$ cat config.mk
export PLATFORM = sky130hd
export DESIGN_NAME = pwm_multi_channel
export DESIGN_NICKNAME = d
export VERILOG_FILES = /design/src/rtl/pwm_multi_channel.sv
export SDC_FILE = /design/constraint.sdc
export NUM_CORES = 1
export LEC_CHECK = 0
export ABC_CLOCK_PERIOD_IN_PS = 3300
export CORE_MARGIN = 2
export CORE_UTILIZATION = 35
export DETAILED_ROUTE_END_ITERATION = 10
export HOLD_SLACK_MARGIN = 0.05
export PLACE_DENSITY_LB_ADDON = 0.2
export SLEW_MARGIN = 20
export SYNTH_ARGS = -nofsm -noshare
export SYNTH_HDL_FRONTEND = slang
export SYNTH_SLANG_ARGS = --single-unit
$ cat constraint.sdc
create_clock -name clk -period 3.3 [get_ports clk]
set_input_delay 0.66 -clock clk [delete_from_list [all_inputs] [get_ports clk]]
set_output_delay 0.66 -clock clk [all_outputs]
set_load 0.03 [all_outputs]
$ cat src/rtl/pwm_multi_channel.sv
// Multi-channel PWM peripheral on the CS_N/RD_N/WR_N slave bus.
// All channels share one prescaled timebase with edge- or center-aligned
// counting. PERIOD and DUTY are double buffered: writes land in shadow
// registers, and the active copies reload at each period boundary. While the
// block is disabled, the active copies reload every cycle.
// Bus handshake: a write commits on the rising clk edge while CS_N=0 and
// WR_N=0. A read is combinational while CS_N=0 and RD_N=0. There is no wait
// state and no ready signal. DataOut is 0 whenever no read is selected.
module pwm_multi_channel #(
  parameter int NCH = 4,
  parameter int CW  = 16,
  parameter int PSW = 8
) (
  input  logic           clk,
  input  logic           reset,
  input  logic           CS_N,
  input  logic           RD_N,
  input  logic           WR_N,
  input  logic [11:0]    Addr,
  input  logic [31:0]    DataIn,
  output logic [31:0]    DataOut,
  output logic           Intr,
  output logic [NCH-1:0] pwm_out
);

  // Programmer-visible registers
  logic [2:0]     ctrl;
  logic [CW-1:0]  period_sh;
  logic [PSW-1:0] prescale;
  logic [NCH-1:0] ch_en;
  logic [NCH-1:0] pol;
  logic [CW-1:0]  duty_sh [NCH];
  logic           pf;

  // Timebase state and active (double-buffered) copies
  logic [PSW-1:0] pcnt, pcnt_nxt;
  logic [CW-1:0]  cnt, cnt_nxt;
  logic           dir, dir_nxt;
  logic [CW-1:0]  per_a;
  logic [CW-1:0]  duty_a [NCH];
  logic           tick, boundary, load_active;

  logic       en, mode, ie;
  logic       addr_ok, wr_en;
  logic [5:0] idx;
  logic       unused_bits;

  assign en   = ctrl[0];
  assign mode = ctrl[1];
  assign ie   = ctrl[2];

  assign addr_ok = (Addr[11:8] == 4'd0);
  assign idx     = Addr[7:2];
  assign wr_en   = !CS_N && !WR_N && addr_ok;
  assign unused_bits = ^{Addr[1:0], DataIn};

  assign load_active = !en || boundary;
  assign Intr        = pf && ie;

  // Register writes from the bus
  always_ff @(posedge clk or negedge reset) begin
    if (!reset) begin
      ctrl      <= '0;
      period_sh <= '0;
      prescale  <= '0;
      ch_en     <= '0;
      pol       <= '0;
      for (int i = 0; i < NCH; i++) duty_sh[i] <= '0;
    end else if (wr_en) begin
      if (idx == 6'd0) ctrl      <= DataIn[2:0];
      if (idx == 6'd1) period_sh <= DataIn[CW-1:0];
      if (idx == 6'd2) prescale  <= DataIn[PSW-1:0];
      if (idx == 6'd5) ch_en     <= DataIn[NCH-1:0];
      if (idx == 6'd6) pol       <= DataIn[NCH-1:0];
      for (int i = 0; i < NCH; i++)
        if (idx == 6'(8 + i)) duty_sh[i] <= DataIn[CW-1:0];
    end
  end

  // Next timebase state: prescaler tick, counter step, direction, boundary
  always_comb begin
    tick     = (pcnt >= prescale);  // >= recovers if PRESCALE shrinks mid-count
    pcnt_nxt = tick ? '0 : pcnt + PSW'(1);
    cnt_nxt  = cnt;
    dir_nxt  = mode ? dir : 1'b0;   // edge mode always counts up
    boundary = 1'b0;
    if (!en) begin
      pcnt_nxt = '0;
      cnt_nxt  = '0;
      dir_nxt  = 1'b0;
    end else if (tick) begin
      if (!mode) begin
        if (cnt >= per_a) begin
          cnt_nxt  = '0;
          boundary = 1'b1;
        end else begin
          cnt_nxt = cnt + CW'(1);
        end
      end else if (per_a == '0) begin
        cnt_nxt  = '0;
        dir_nxt  = 1'b0;
        boundary = 1'b1;
      end else if (!dir) begin
        if (cnt >= per_a) begin
          dir_nxt = 1'b1;
          cnt_nxt = cnt - CW'(1);
        end else begin
          cnt_nxt = cnt + CW'(1);
        end
      end else if (cnt == '0) begin
        // Bottom of the triangle: the new period starts climbing right away
        boundary = 1'b1;
        dir_nxt  = 1'b0;
        cnt_nxt  = (period_sh == '0) ? '0 : CW'(1);
      end else begin
        cnt_nxt = cnt - CW'(1);
      end
    end
  end

  // Timebase registers, active copies and period-end flag (set beats W1C)
  always_ff @(posedge clk or negedge reset) begin
    if (!reset) begin
      pcnt  <= '0;
      cnt   <= '0;
      dir   <= 1'b0;
      per_a <= '0;
      pf    <= 1'b0;
      for (int i = 0; i < NCH; i++) duty_a[i] <= '0;
    end else begin
      pcnt <= pcnt_nxt;
      cnt  <= cnt_nxt;
      dir  <= dir_nxt;
      if (load_active) begin
        per_a <= period_sh;
        for (int i = 0; i < NCH; i++) duty_a[i] <= duty_sh[i];
      end
      if (boundary)
        pf <= 1'b1;
      else if (wr_en && idx == 6'd3 && DataIn[0])
        pf <= 1'b0;
    end
  end

  // Registered outputs: compare against the active duty, then apply polarity
  always_ff @(posedge clk or negedge reset) begin
    if (!reset) begin
      pwm_out <= '0;
    end else begin
      for (int i = 0; i < NCH; i++)
        pwm_out[i] <= (en && ch_en[i]) ? ((cnt < duty_a[i]) ^ pol[i]) : pol[i];
    end
  end

  // Combinational read mux; PERIOD and DUTY return their shadow values
  always_comb begin
    DataOut = '0;
    if (!CS_N && !RD_N && addr_ok) begin
      case (idx)
        6'd0: DataOut = {29'd0, ctrl};
        6'd1: DataOut = 32'(period_sh);
        6'd2: DataOut = 32'(prescale);
        6'd3: DataOut = {30'd0, dir, pf};
        6'd4: DataOut = 32'(cnt);
        6'd5: DataOut = 32'(ch_en);
        6'd6: DataOut = 32'(pol);
        default: begin
          for (int i = 0; i < NCH; i++)
            if (idx == 6'(8 + i)) DataOut = 32'(duty_sh[i]);
        end
      endcase
    end
  end

endmodule

# Yosys cells after proc, flatten, opt, wreduce, memory -nomap -nowiden
# Index checks and enable logic that the tools add are counted.
# totals
register_bits	209
output_inout_bits	37
word_cells	112
in_bits	49
# op_classes
n_eq_ne	11
bitwise_logic	4
reduce_logical	31
n_mux	38
add_sub_neg	3
magnitude_cmp	6
# ops
cell	n
one-hot mux 32 bit (7 select lines)	1
2-to-1 mux 16 bit	9
2-to-1 mux 32 bit	4
< comparator 16 bit	4
logical NOT 16 bit	3
equality test 6 x 4 -> 1 bit, second input constant	4
2-to-1 mux 1 bit	22
equality test 6 x 3 -> 1 bit, second input constant	3
AND reduction 2 bit	9
adder 16 x 1 -> 16 bit, second input constant	1
>= comparator 16 bit	1
2-to-1 mux 8 bit	2
subtractor 16 x 1 -> 16 bit, second input constant	1
equality test 6 x 2 -> 1 bit, second input constant	2
logical AND 1 bit	11
adder 8 x 1 -> 8 bit, second input constant	1
>= comparator 8 bit	1
equality test 6 x 1 -> 1 bit, second input constant	1
logical NOT 6 bit	1
logical NOT 1 bit	4
logical NOT 4 bit	1
bitwise XOR 1 bit	4
inequality test 2 x 1 -> 1 bit, second input constant	1
nonzero test 2 bit	1
logical OR 1 bit	1

# Logic depth before layout (Yosys ltp)
# Gate-level depths: netlist (run 1).
# depth
ltp_word	8
depth_mapped	11

# Worst setup path before layout (run 1)
# No wires, ideal clock.
# synth_path
kind	input-to-output
startpoint	in Addr[3]
endpoint	out DataOut[2]
n_path_buf	3
arrival_ns	2.586
setup_slack_ns	0.054
path_stages	7
cell_sequence	clkbuf_1 nor2b_1 clkbuf_1 and2_0 clkbuf_1 a2111oi_0 a221oi_1
# synth_between
elab_chain_len	7
word_cells_on_any_way	17
classes_between	10 x eq/ne; 6 x mux; 1 x reduce/logical
# synth_lines
element	line	source
start: declaration	19	input logic [11:0] Addr,
equality test 6 x 4 -> 1 bit	169	if (idx == 6'(8 + i)) DataOut = 32'(duty_sh[i]);
2-to-1 mux 16 bit	169	
2-to-1 mux 32 bit (3 in a row)	169	
one-hot mux 32 bit (7 select lines) (*)	159	case (idx)
2-to-1 mux 32 bit (*)	158	if (!CS_N && !RD_N && addr_ok) begin
end: declaration	21	output logic [31:0] DataOut,
# Mark *: on every way between the ends. The rest lies on a longest branch, timed or not.

# Worst setup path after layout (run 1)
# layout_path
startpoint	in Addr[9]
endpoint	out DataOut[11]
# layout_between
elab_chain_len	3
# layout_lines
element	line	source
logical NOT 4 bit	52	assign addr_ok = (Addr[11:8] == 4'd0);
logical AND 1 bit	158	
2-to-1 mux 32 bit	158	
# Every way passes these cells.

==> flow_summary.json, run 1 <==
{
  "numCtsBuffers": 25,
  "grt_use_total_pct": 19.4,
  "utilization_pct": 42.6,
  "clock_sinks": 209,
  "synth-async-reset-ratio_pct": 100,
  "yosysSeqAreaShare_pct": 43.1,
  "gr-total-overflow": 0,
  "pwr-share-comb_pct": 5.4,
  "post_drt_wl_per_cell_microns": 20.7,
  "synth-edff-count": 0,
  "synth_common_cells": "dfrtp_1 (209), mux2_2 (179), inv_1 (99)",
  "drive_above_1_share_pct": 28.9,
  "internal_power_mw": 4.63,
  "min_period_ps": 3220,
  "grt_pass1_vias": 9124,
  "rr_worst_depth": 10,
  "rows": 68,
  "synth.distinct_cells": 73,
  "stdcell_area_sq_um": 14600,
  "syn-cell-area_sq_um": 12100,
  "grt_antenna_before_repair": 0,
  "crit_type": "primary input to output port",
  "ant_nets": 0,
  "fmax_ghz": 0.310,
  "wirelength_microns": 34200,
  "max_stage_delay_ps": 540,
  "dieArea_sq_um": 36100,
  "period_share_pct": 97.6,
  "die_y_microns": 190,
  "ys_top_cells_by_area": "dfrtp_1 (43%), mux2_2 (17%), ha_1 (9.1%)",
  "power.total_mw": 5.97,
  "ys.flop_type": "dfrtp_1",
  "sequentialPowerShare_pct": 43.5,
  "grt_max_degree": 69,
  "crit_chain": "clkdlybuf4s50_1, or4_1, or3_4, buf_12, a21oi_1, buf_12",
  "area_growth_pct": 20.4,
  "worst_pin_slew_ps": 695,
  "via_count": 8770,
  "gp_congestion": 0.880,
  "finalHoldViolations": 0,
  "grt_pass1_wl_microns": 53700,
  "cp-end-kind": "output port",
  "core-area_sq_um": 34300,
  "whs_ps": 78.8,
  "routed_via_density": 5.32,
  "cts_tree": "done",
  "ys_warn_count": 0,
  "antennaDiodeCount": 0,
  "io_pins": 86,
  "crit_family": "simple AND/OR/NAND/NOR gates",
  "path_depth": 6,
  "hold_buffers": 0,
  "cts_htree_levels": 1,
  "r2r_start": "cnt[15]",
  "ys_ff_latch": 209,
  "slew_violations": 0,
  "initial_utilization_pct": 35.4,
  "p_switching_mw": 1.33,
  "yosysMostFrequentCell": "dfrtp_1",
  "skew_ps": 22.6,
  "vdd_ir_drop_max_mv": 0.368,
  "synth_top_cell_by_area": "dfrtp_1",
  "syn_avg_cell_area_sq_um": 11.2,
  "cp_max_fo": 15,
  "synth_top_area_share_pct": 43.1,
  "slew_headroom_pct": 53.5,
  "status": "finished clean",
  "hold_class": "primary input to asynchronous set/reset pin",
  "drt-pass1-iter-count": 6,
  "cp_slowest_cell": "or4_1",
  "cp-start-kind": "primary input",
  "cts_root_buf": "clkbuf_16",
  "arrival_ps": 2560,
  "cap_violations": 0,
  "leakagePower_nw": 6.83,
  "setup_tns_ps": 0,
  "syn_inst": 1079,
  "nets": 1315,
  "powerDensity_nw_per_um2": 409,
  "reg2reg_to": "duty_a[19]",
  "portBuffers": 51,
  "nFillCells": 3286,
  "rsz0062_at_grt": "false",
  "netSwitchingFraction_pct": 22.3,
  "worstPathRequired_ps": 2640,
  "die_x_microns": 190,
  "setup_viol": 0,
  "clock_latency_ps": 550,
  "cts_max_path_buffers": 3,
  "drc": 0,
  "placed_cell_area_sq_um": 13700,
  "crit_buf_inv": 3,
  "path_clk_slew_ps": 60,
  "crit_top_cell": "buf_12",
  "dp_hpwl_microns": 25200,
  "r2r_slack_ps": 320,
  "postCtsSetupRepairBufs": 0,
  "drtIter0Drc": 527,
  "power_frac_clock_pct": 51.1
}
-- layout make-up --
cell class / count / area [sq um] / area share [%]
clock buffer: 35 / 733 / 5.02
clock inverter: 8 / 184 / 1.26
inverter: 99 / 372 / 2.54
multi-input combinational: 724 / 6250 / 42.8
sequential: 209 / 5230 / 35.8
tap: 455 / 569 / 3.90
timing repair buffer: 119 / 1260 / 8.64
-- metal layers --
metal	GRT usage, %	up-vias	wire length (microns)
met5	0	-	0
met4	4.53	0	729
met3	2.36	48	979
met2	32.7	140	16800
met1	26.5	4454	15700
li1	-	4128	-
-- power by group through the flow --
stage	Clock (mW)	Combinational, mW	Sequential [mW]
final	3.05	0.323	2.60
after global placement	0	0.325	2.64
after floorplan	0	0.151	2.64
after CTS	3.12	0.327	2.60
after global routing	3.23	0.354	2.60
after detailed placement	0	0.326	2.64
-- worst max path at each step --
stage	end	slack, ps	start
after floorplan	DataOut[2]	50	Addr[3]
after global placement	DataOut[14]	40	Addr[9]
after detailed placement	DataOut[5]	30	Addr[7]
after CTS	DataOut[5]	30	Addr[7]
after global routing	DataOut[11]	20	Addr[9]
final	DataOut[11]	80	Addr[9]
-- timing repair --
item,CTS,global route
endpoints found under the setup margin,0,11
endpoints found under the hold margin,0,0
resized for setup,0,6
-- logic make-up after synthesis --
logic type,after synthesis,synth area share [%]
simple gates,214,9.32
flops,209,43.1
mux,200,20.2
compound gates,197,11.5
buf+inv,161,6.05
fa+ha+maj,88,9.08
xor+xnor,9,0.650
other cells,1,0.0309
-- placed cells by master, fill, tap and decap left out, types with 8 or more instances in the layout --
cell and n:
nor4_1 11, nand4_1 8, or3_1 10, mux4_2 18
clkdlybuf4s50_1 31, nor2_1 28, inv_1 99, a21o_1 22
clkbuf_16 25, a22oi_1 22, buf_4 62, buf_12 22
a31oi_1 11, o21ai_0 23, and3_1 13, nand3_1 30
nand2_1 62, a21oi_1 42, conb_1 16, dfrtp_1 209
ha_1 88, nor3_1 14, mux2_2 179
-- registers in the layout, summed over array words and instances, names as in the netlist, 4 cells and up --
signal and flops:
duty_a 64, pol 4, cnt 16, ch_en 4, period_sh 16, duty_sh 64
per_a 16, pwm_out 4, pcnt 8, prescale 8
-- stage by stage --
| stage | instances | setup slack, ps |
|---|---|---|
| after floorplan | 1094 | 54.2 |
| after global placement | 1606 | 40.4 |
| after detailed placement | 1606 | 33.5 |
| after CTS | 1649 | 31.4 |
| after global routing | 1649 | 18.4 |
| final | 1649 | 79.2 |
Power figures use the tool's default switching activity.
==> run 2, diff against run 1 <==
- CORE_MARGIN: 2 -> unset
- GPL_ROUTABILITY_DRIVEN: unset -> 1
==> flow_summary.json, run 2 (synthesis results as in run 1) <==
{
  "crit_buf_inv": 4,
  "rows": 67,
  "cts_tree": "done",
  "cp_slowest_cell": "or4_1",
  "vdd_ir_drop_max_mv": 0.281,
  "dp_hpwl_microns": 25800,
  "grt_pass1_wl_microns": 54300,
  "power.total_mw": 5.55,
  "initial_utilization_pct": 35.9,
  "grt_max_degree": 70,
  "post_drt_wl_per_cell_microns": 20.7,
  "stdcell_area_sq_um": 14500,
  "setup_tns_ps": 0,
  "cp-start-kind": "primary input",
  "clock_sinks": 209,
  "min_period_ps": 3260,
  "setup_viol": 0,
  "routed_via_density": 5.39,
  "antennaDiodeCount": 0,
  "pwr-share-comb_pct": 5.9,
  "grt_use_total_pct": 19.8,
  "multiInputGateArea_sq_um": 6250,
  "dieArea_sq_um": 35400,
  "path_clk_slew_ps": 60,
  "ant_nets": 0,
  "final_cell_mix": "dfrtp_1 (209), mux2_2 (179), inv_1 (99), ha_1 (88), buf_4 (69)",
  "cts_root_buf": "clkbuf_16",
  "crit_top_cell": "buf_12",
  "power_frac_clock_pct": 47.4,
  "hold_class": "primary input to asynchronous set/reset pin",
  "cp_max_fo": 13,
  "arrival_ps": 2600,
  "via_count": 8881,
  "hold_buffers": 0,
  "max_stage_delay_ps": 550,
  "nets": 1321,
  "rr_worst_depth": 7,
  "core-area_sq_um": 33800,
  "gr-total-overflow": 0,
  "slew_headroom_pct": 53.9,
  "grt_antenna_before_repair": 0,
  "slew_violations": 0,
  "fmax_ghz": 0.307,
  "crit_chain": "clkdlybuf4s50_1, or4_1, or3_4, buf_12, a21oi_1, buf_4, buf_12",
  "dpl_worst_slack_ps": -9.30,
  "r2r_slack_ps": 410,
  "clock_latency_ps": 520,
  "cts_htree_levels": 1,
  "die_x_microns": 188,
  "drt-pass1-iter-count": 5,
  "postCtsSetupRepairBufs": 0,
  "numCtsBuffers": 24,
  "internal_power_mw": 4.25,
  "portBuffers": 51,
  "final-seq-area_sq_um": 5230,
  "finalHoldViolations": 0,
  "drc": 0,
  "reg2reg_to": "per_a[3]",
  "sequentialPowerShare_pct": 46.8,
  "cap_violations": 0,
  "reg.largest.list": "duty_a (64), duty_sh (64)",
  "skew_ps": 7.39,
  "die_y_microns": 188,
  "powerDensity_nw_per_um2": 383,
  "cp-end-kind": "output port",
  "leakagePower_nw": 6.77,
  "wirelength_microns": 34100,
  "gp_congestion": 0.900,
  "status": "finished clean",
  "worst_pin_slew_ps": 685,
  "rsz0062_at_grt": "false",
  "final_common_cell": "dfrtp_1",
  "area_growth_pct": 19.5,
  "finalWorstSetupSlack_ps": 42.0,
  "p_switching_mw": 1.30,
  "grt_pass1_vias": 9132,
  "drive_above_1_share_pct": 29.2,
  "crit_family": "simple AND/OR/NAND/NOR gates",
  "placed_cell_area_sq_um": 13700,
  "nFillCells": 3233,
  "netSwitchingFraction_pct": 23.5,
  "worstPathRequired_ps": 2640,
  "io_pins": 86,
  "cts_max_path_buffers": 3,
  "period_share_pct": 98.7,
  "crit_type": "primary input to output port",
  "drtIter0Drc": 564,
  "r2r_start": "cnt[8]"
}
-- run 2: what timing repair did --
action,in CTS,in global routing
endpoints found under the setup margin,3,5
gates resized for setup,1,5
cloned,0,0
-- run 2: per-layer routing --
metal | global-route usage, % | wire (microns)
met5 | 0 | 0
met4 | 5.10 | 737
met3 | 1.95 | 1130
met2 | 33.4 | 16600
met1 | 27.0 | 15700
-- run 2: final cells by class --
class	count	area share [%]
multi-input cells	724	43.2
well taps	448	3.87
clock inverters	8	0.492
inverters	99	2.56
flip-flops and latches	209	36.1
repair buffers	126	8.97
clock buffers	34	4.83
-- run 2: worst register-to-register path, stage by stage (launching register included) --
cell and delay, ps:
dfrtp_1 500, or3_4 400, nor4_4 320, a41o_2 380, o21ai_2 110, o21ai_4 400
buf_4 320, mux2_2 360
-- run 2: worst max-delay path by stage --
stage | slack (ps) | startpoint | endpoint | cells past startpoint
6_report | 40 | Addr[9] | DataOut[4] | 7
5_1_grt | 2 | Addr[9] | DataOut[6] | 7
4_1_cts | 20 | Addr[7] | DataOut[4] | 9
3_5_place_dp | -9 | Addr[9] | DataOut[4] | 7
3_3_place_gp | -30 | Addr[9] | DataOut[4] | 7
2_1_floorplan | 50 | Addr[3] | DataOut[2] | 7
-- run 2: power by group through the flow --
stage | Clock [mW] | Combinational (mW) | Sequential, mW
after floorplan | 0 | 0.151 | 2.64
after global placement | 0 | 0.329 | 2.64
after detailed placement | 0 | 0.330 | 2.64
after CTS | 2.69 | 0.331 | 2.60
after global routing | 2.81 | 0.356 | 2.60
final | 2.63 | 0.326 | 2.60
-- run 2: through the flow --
stage               util (%)  std cells  hold WS (ps)
floorplan                  -       1094           364
global placement        40.5       1606           489
detailed placement      40.5       1606           494
CTS                     42.8       1648           121
global route            42.9       1648           147
finish                  42.9       1648           110
==> run 3, diff against run 2 <==
- CORE_MARGIN: unset -> 2
==> results of run 3 <==
Same layout as run 1: the final DEF is identical, and so are final timing and power.
